**src/rtl/mimo_inst_fifo.sv**
```systemverilog
// mimo_inst_fifo: banked multi-write/multi-read FWFT instruction buffer between fetch and decode.
module mimo_inst_fifo #(
   parameter int DATA_WIDTH = 64,
   parameter int DEPTH      = 16,
   parameter int BANK       = 2,
   parameter int WRITE_PORT = 2,
   parameter int READ_PORT  = 2
) (
   input  logic                                clk,
   input  logic                                rst_n,
   input  logic                                flush_i,
   input  logic                                write_valid_i,
   output logic                                write_ready_o,
   input  logic [$clog2(WRITE_PORT+1)-1:0]     write_num_i,
   input  logic [WRITE_PORT*DATA_WIDTH-1:0]    write_data_i,
   output logic [READ_PORT-1:0]                read_valid_o,
   input  logic                                read_ready_i,
   input  logic [$clog2(READ_PORT+1)-1:0]      read_num_i,
   output logic [READ_PORT*DATA_WIDTH-1:0]     read_data_o
);
   localparam int AW   = $clog2(DEPTH);
   localparam int PW   = AW + 1;
   localparam int LB   = $clog2(BANK);
   localparam int ROWS = DEPTH / BANK;
   localparam int WN   = $clog2(WRITE_PORT + 1);
   localparam int RN   = $clog2(READ_PORT + 1);
   logic [PW-1:0] wptr, rptr, count, free, wadv, radv, rnum;
   logic [DATA_WIDTH-1:0] bank_q [BANK];
   assign count         = wptr - rptr;
   assign free          = PW'(DEPTH) - count;
   assign write_ready_o = free >= PW'(WRITE_PORT);
   assign wadv = !(write_valid_i && write_ready_o) ? '0 :
                 (write_num_i > WN'(WRITE_PORT)) ? PW'(WRITE_PORT) : PW'(write_num_i);
   assign rnum = (read_num_i > RN'(READ_PORT)) ? PW'(READ_PORT) : PW'(read_num_i);
   assign radv = !read_ready_i ? '0 : (rnum > count) ? count : rnum;
   always_ff @(posedge clk or negedge rst_n) begin
      if (!rst_n) begin
         wptr <= '0;
         rptr <= '0;
      end else if (flush_i) begin
         wptr <= '0;
         rptr <= '0;
      end else begin
         wptr <= wptr + wadv;
         rptr <= rptr + radv;
      end
   end
   // each bank sees at most one write slot and one read slot per cycle
   for (genvar b = 0; b < BANK; b++) begin : g_bank
      logic [DATA_WIDTH-1:0] ram [ROWS];
      logic [PW-1:0] wk, rk, wa, ra;
      logic [DATA_WIDTH-1:0] wd;
      assign wk = (PW'(b) - wptr) & PW'(BANK - 1);
      assign rk = (PW'(b) - rptr) & PW'(BANK - 1);
      assign wa = wptr + wk;
      assign ra = rptr + rk;
      always_comb begin
         wd = '0;
         for (int k = 0; k < WRITE_PORT; k++)
            if (wk == PW'(k)) wd = write_data_i[k*DATA_WIDTH +: DATA_WIDTH];
      end
      always_ff @(posedge clk) begin
         if (!flush_i && wk < wadv) ram[wa[AW-1:LB]] <= wd;
      end
      assign bank_q[b] = ram[ra[AW-1:LB]];
   end
   for (genvar i = 0; i < READ_PORT; i++) begin : g_rd
      logic [PW-1:0] sel;
      logic [DATA_WIDTH-1:0] rd;
      assign sel = (rptr + PW'(i)) & PW'(BANK - 1);
      always_comb begin
         rd = '0;
         for (int b = 0; b < BANK; b++)
            if (sel == PW'(b)) rd = bank_q[b];
      end
      assign read_data_o[i*DATA_WIDTH +: DATA_WIDTH] = rd;
      assign read_valid_o[i] = count > PW'(i);
   end
endmodule

```
**config.mk**
```make
export PLATFORM = sky130hd
export DESIGN_NAME = mimo_inst_fifo
export DESIGN_NICKNAME = d
export VERILOG_FILES = /design/src/rtl/mimo_inst_fifo.sv
export SDC_FILE = /design/constraint.sdc
export NUM_CORES = 1
export LEC_CHECK = 0
export CORE_ASPECT_RATIO = 2
export CORE_MARGIN = 5
export CORE_UTILIZATION = 24
export DETAILED_ROUTE_END_ITERATION = 7
export GPL_ROUTABILITY_DRIVEN = 0
export PLACE_DENSITY = 0.38
export RECOVER_POWER = 25
export SYNTH_ARGS = -nofsm -noshare
export SYNTH_HDL_FRONTEND = slang
export SYNTH_SLANG_ARGS = --single-unit
```
**constraint.sdc**
```tcl
create_clock -name clk -period 12.4 [get_ports clk]
set_clock_uncertainty 0.1 [all_clocks]
set_input_delay 2.48 -clock clk [delete_from_list [all_inputs] [get_ports clk]]
set_output_delay 2.48 -clock clk [all_outputs]
set_load 0.005 [all_outputs]
```
==> flow_summary.toml <==
[outcome]
status = "completed"

[route]
top_layer = "met5"
wl_met2_um = 93300
routed_via_density = 4.78
wl_per_cell_um = 30.6
met3_length_um = 8400
drc = 0
ant_nets = 0
dr_total_vias = 26900
routed_wl_um = 172000
m1WireLength_um = 65600
drt-pass1-iter-count = 7
drt-initial-drc-count = 1957

[sta]
tightestPinTransition_ns = 1.19
setup_violations = 0
period_needed_ns = 8.22
fin_setup_tns_ns = 0
hold_violations = 0
max_freq_mhz = 122
rsz0062_at_grt = "no"
fin_crit_sh_pct = 66.3
slew_headroom_pct = 20.0
maxSlewViolCount = 0

[grt]
grt_use_total_pct = 17.1
antenna_found_initial = 37
grt_start_max_net_pins = 73
grt.overflow.total = 0
first_global_vias = 27900
grt_first_pass_wirelength_um = 235000

[final_layout]
fin_cells = 5634
drive_gt1_share_pct = 17.3
regArea_um2 = 31000
finalNetCount = 3206
area_growth_pct = 20.3
fillers = 18900
multi_input_area_um2 = 13100

[synth]
yosysSeqAreaShare_pct = 69.2
netlist.area_leader.share_pct = 68.6
yosys.cell_types.count = 66
synth_commonest_cells = "edfxtp_1 (1024), nand2_1 (266), a21oi_1 (250), mux2_2 (179), mux4_2 (146)"
syn_area_per_cell_um2 = 16.1
synth.most_common_cell = "edfxtp_1"
syn-instance-count = 2784
synth_area_um2 = 44800
synth_seq_cells = 1034
synth_area_leaders = "edfxtp_1 (69%), mux4_2 (7.3%), mux2_2 (4.5%), mux2i_1 (3.2%), a21oi_1 (2.8%)"
synth_flop_cell = "edfxtp_1"
yosysTopAreaCell = "edfxtp_1"
yosysWarnings = 0
async_reset_ff_share_pct = 0.967
synth_edf_count = 1024

[cts]
root_buffer = "clkbuf_16"
postCtsHoldBufs = 0
cts.sink_count = 1034
clkLatencyLatePin_ns = 0.71
cts_tree = "built"
cts_resized = 0
clk_pin_slew_ns = 0.06
clockBufferDepth = 3
h-tree-depth = 3
numCtsBuffers = 103
cts_setup_buffers = 0

[worst_setup_path]
crit_path_cell_trace = "ha_4 > nand2b_1 > nand2_1 > buf_4 > and2_2 > buf_4 > a32oi_1 > nand3_1 > o21ai_0 > clkdlybuf4s50_1"
startpoint = "rptr[1]"
cp.depth = 10
crit_family = "simple AND/OR/NAND/NOR gates"
critPathCaptureType = "primary output"
slowest_delay_ns = 0.91
crit_top_cell = "buf_4"
arrival_ns = 5.64
rr_startpoint = "rptr[2]"
rr_worst_depth = 18
required_ns = 9.82
reg2reg_to = "g_bank[1].ram[7][39]"
path_buf_inv = 3
cp_slowest_cell = "dfrtp_4"
path_max_fanout = 59
crit_type = "register to primary output"
rrSetupSlack_ns = 5.05
endpoint = "read_data_o[18]"
cp-start-kind = "register"

[floorplanning]
rows = 224
die_area_um2 = 196000
initial_core_util_pct = 24.1
core_um2 = 186000
dieHeight_um = 621
die_w_um = 316
io_pins = 268

[job]
drv_cap = 0

[placed_design]
io_buffers = 267
placedCellCount = 5427
place_hpwl_um = 117000

[power_and_ir_drop]
vdd_drop_max_v = 0.000109
power_density_nw_per_um2 = 188
p_leak_uw = 0.0170

[hold_path]
hold_class = "register to register"
==> layout by cell type, fill, tap and decap left out, types with 48 or more instances in the layout <==
cell type / count
nor2_1: 56
mux2i_1: 143
a21oi_1: 248
mux4_2: 146
nand2_1: 265
edfxtp_1: 1024
clkbuf_16: 104
mux2_2: 110
o21ai_0: 48
buf_4: 81
a32oi_1: 65
clkdlybuf4s50_1: 231
mux2_1: 69
==> worst min path at each step <==
stage	from	slack [ns]	to	depth (start not counted)
2_1_floorplan	wptr[4]	0.42	wptr[4]	2
5_1_grt	rptr[4]	0.51	rptr[4]	2
4_1_cts	rptr[4]	0.48	rptr[4]	2
3_5_place_dp	rptr[4]	0.46	rptr[4]	2
3_3_place_gp	rptr[4]	0.45	rptr[4]	2
6_report	rptr[4]	0.48	rptr[4]	2
==> per-stage QoR <==
step | area (µm²) | hold WS, ns | power (µW) | setup slack, ns | util, %
final | 53900 | 0.483 | 10100 | 4.18 | 29.0
after detailed placement | 50600 | 0.463 | 7140 | 4.79 | 27.2
after CTS | 53900 | 0.481 | 10300 | 3.95 | 28.9
after floorplan | 44800 | 0.423 | 5640 | 2.24 | -
after global placement | 50600 | 0.445 | 7140 | 4.78 | 27.2
after global routing | 53900 | 0.510 | 10600 | 3.81 | 28.9
==> tightest hold or removal path, cell delays in order, from the launching register on <==
cell and delay (ns):
dfrtp_1 0.39, xor2_1 0.08, nor2_1 0.07
==> metal layers <==
layer / GRT usage [%] / vias to the layer above
met3: 3.12 / 210
met4: 4.80 / 8
met2: 32.5 / 779
li1: - / 11700
met5: 0 / -
met1: 19.5 / 14300
==> cell type report <==
cell class                 count  area share [%]
clock buffer                 126            4.98
multi-input combinational   1541            24.3
tap                         2486            5.77
timing repair buffer         349            6.12
inverter                      17           0.137
clock inverter                60            1.09
antenna                       21          0.0975
sequential                  1034            57.5
==> flip-flops by register name (all words and copies together), names as in the netlist <==
name / flops
g_bank.ram: 1024
wptr: 5
rptr: 5
==> kinds of logic (layout without fill, tap and decap cells) <==
kind of cell	count (synthesis)	in the layout	synth area share (%)
AO/OA/AOI/OAI	569	569	8.08
adder cells (fa/ha/maj)	23	23	0.692
buffers and inverters	210	552	2.02
multiplexers	469	469	15.1
flip-flops	1034	1034	69.2
other	1	23	0.00837
XOR/XNOR	14	14	0.363
AND/OR/NAND/NOR	464	464	4.61
==> power breakdown <==
part	internal [µW]	leakage [µW]	total, µW	switching, µW
logic	1110	0.00599	2840	1720
clock network	1730	0.00162	3150	1420
registers	4070	0.00936	4150	86.6
(Power assumes the default switching activity.)
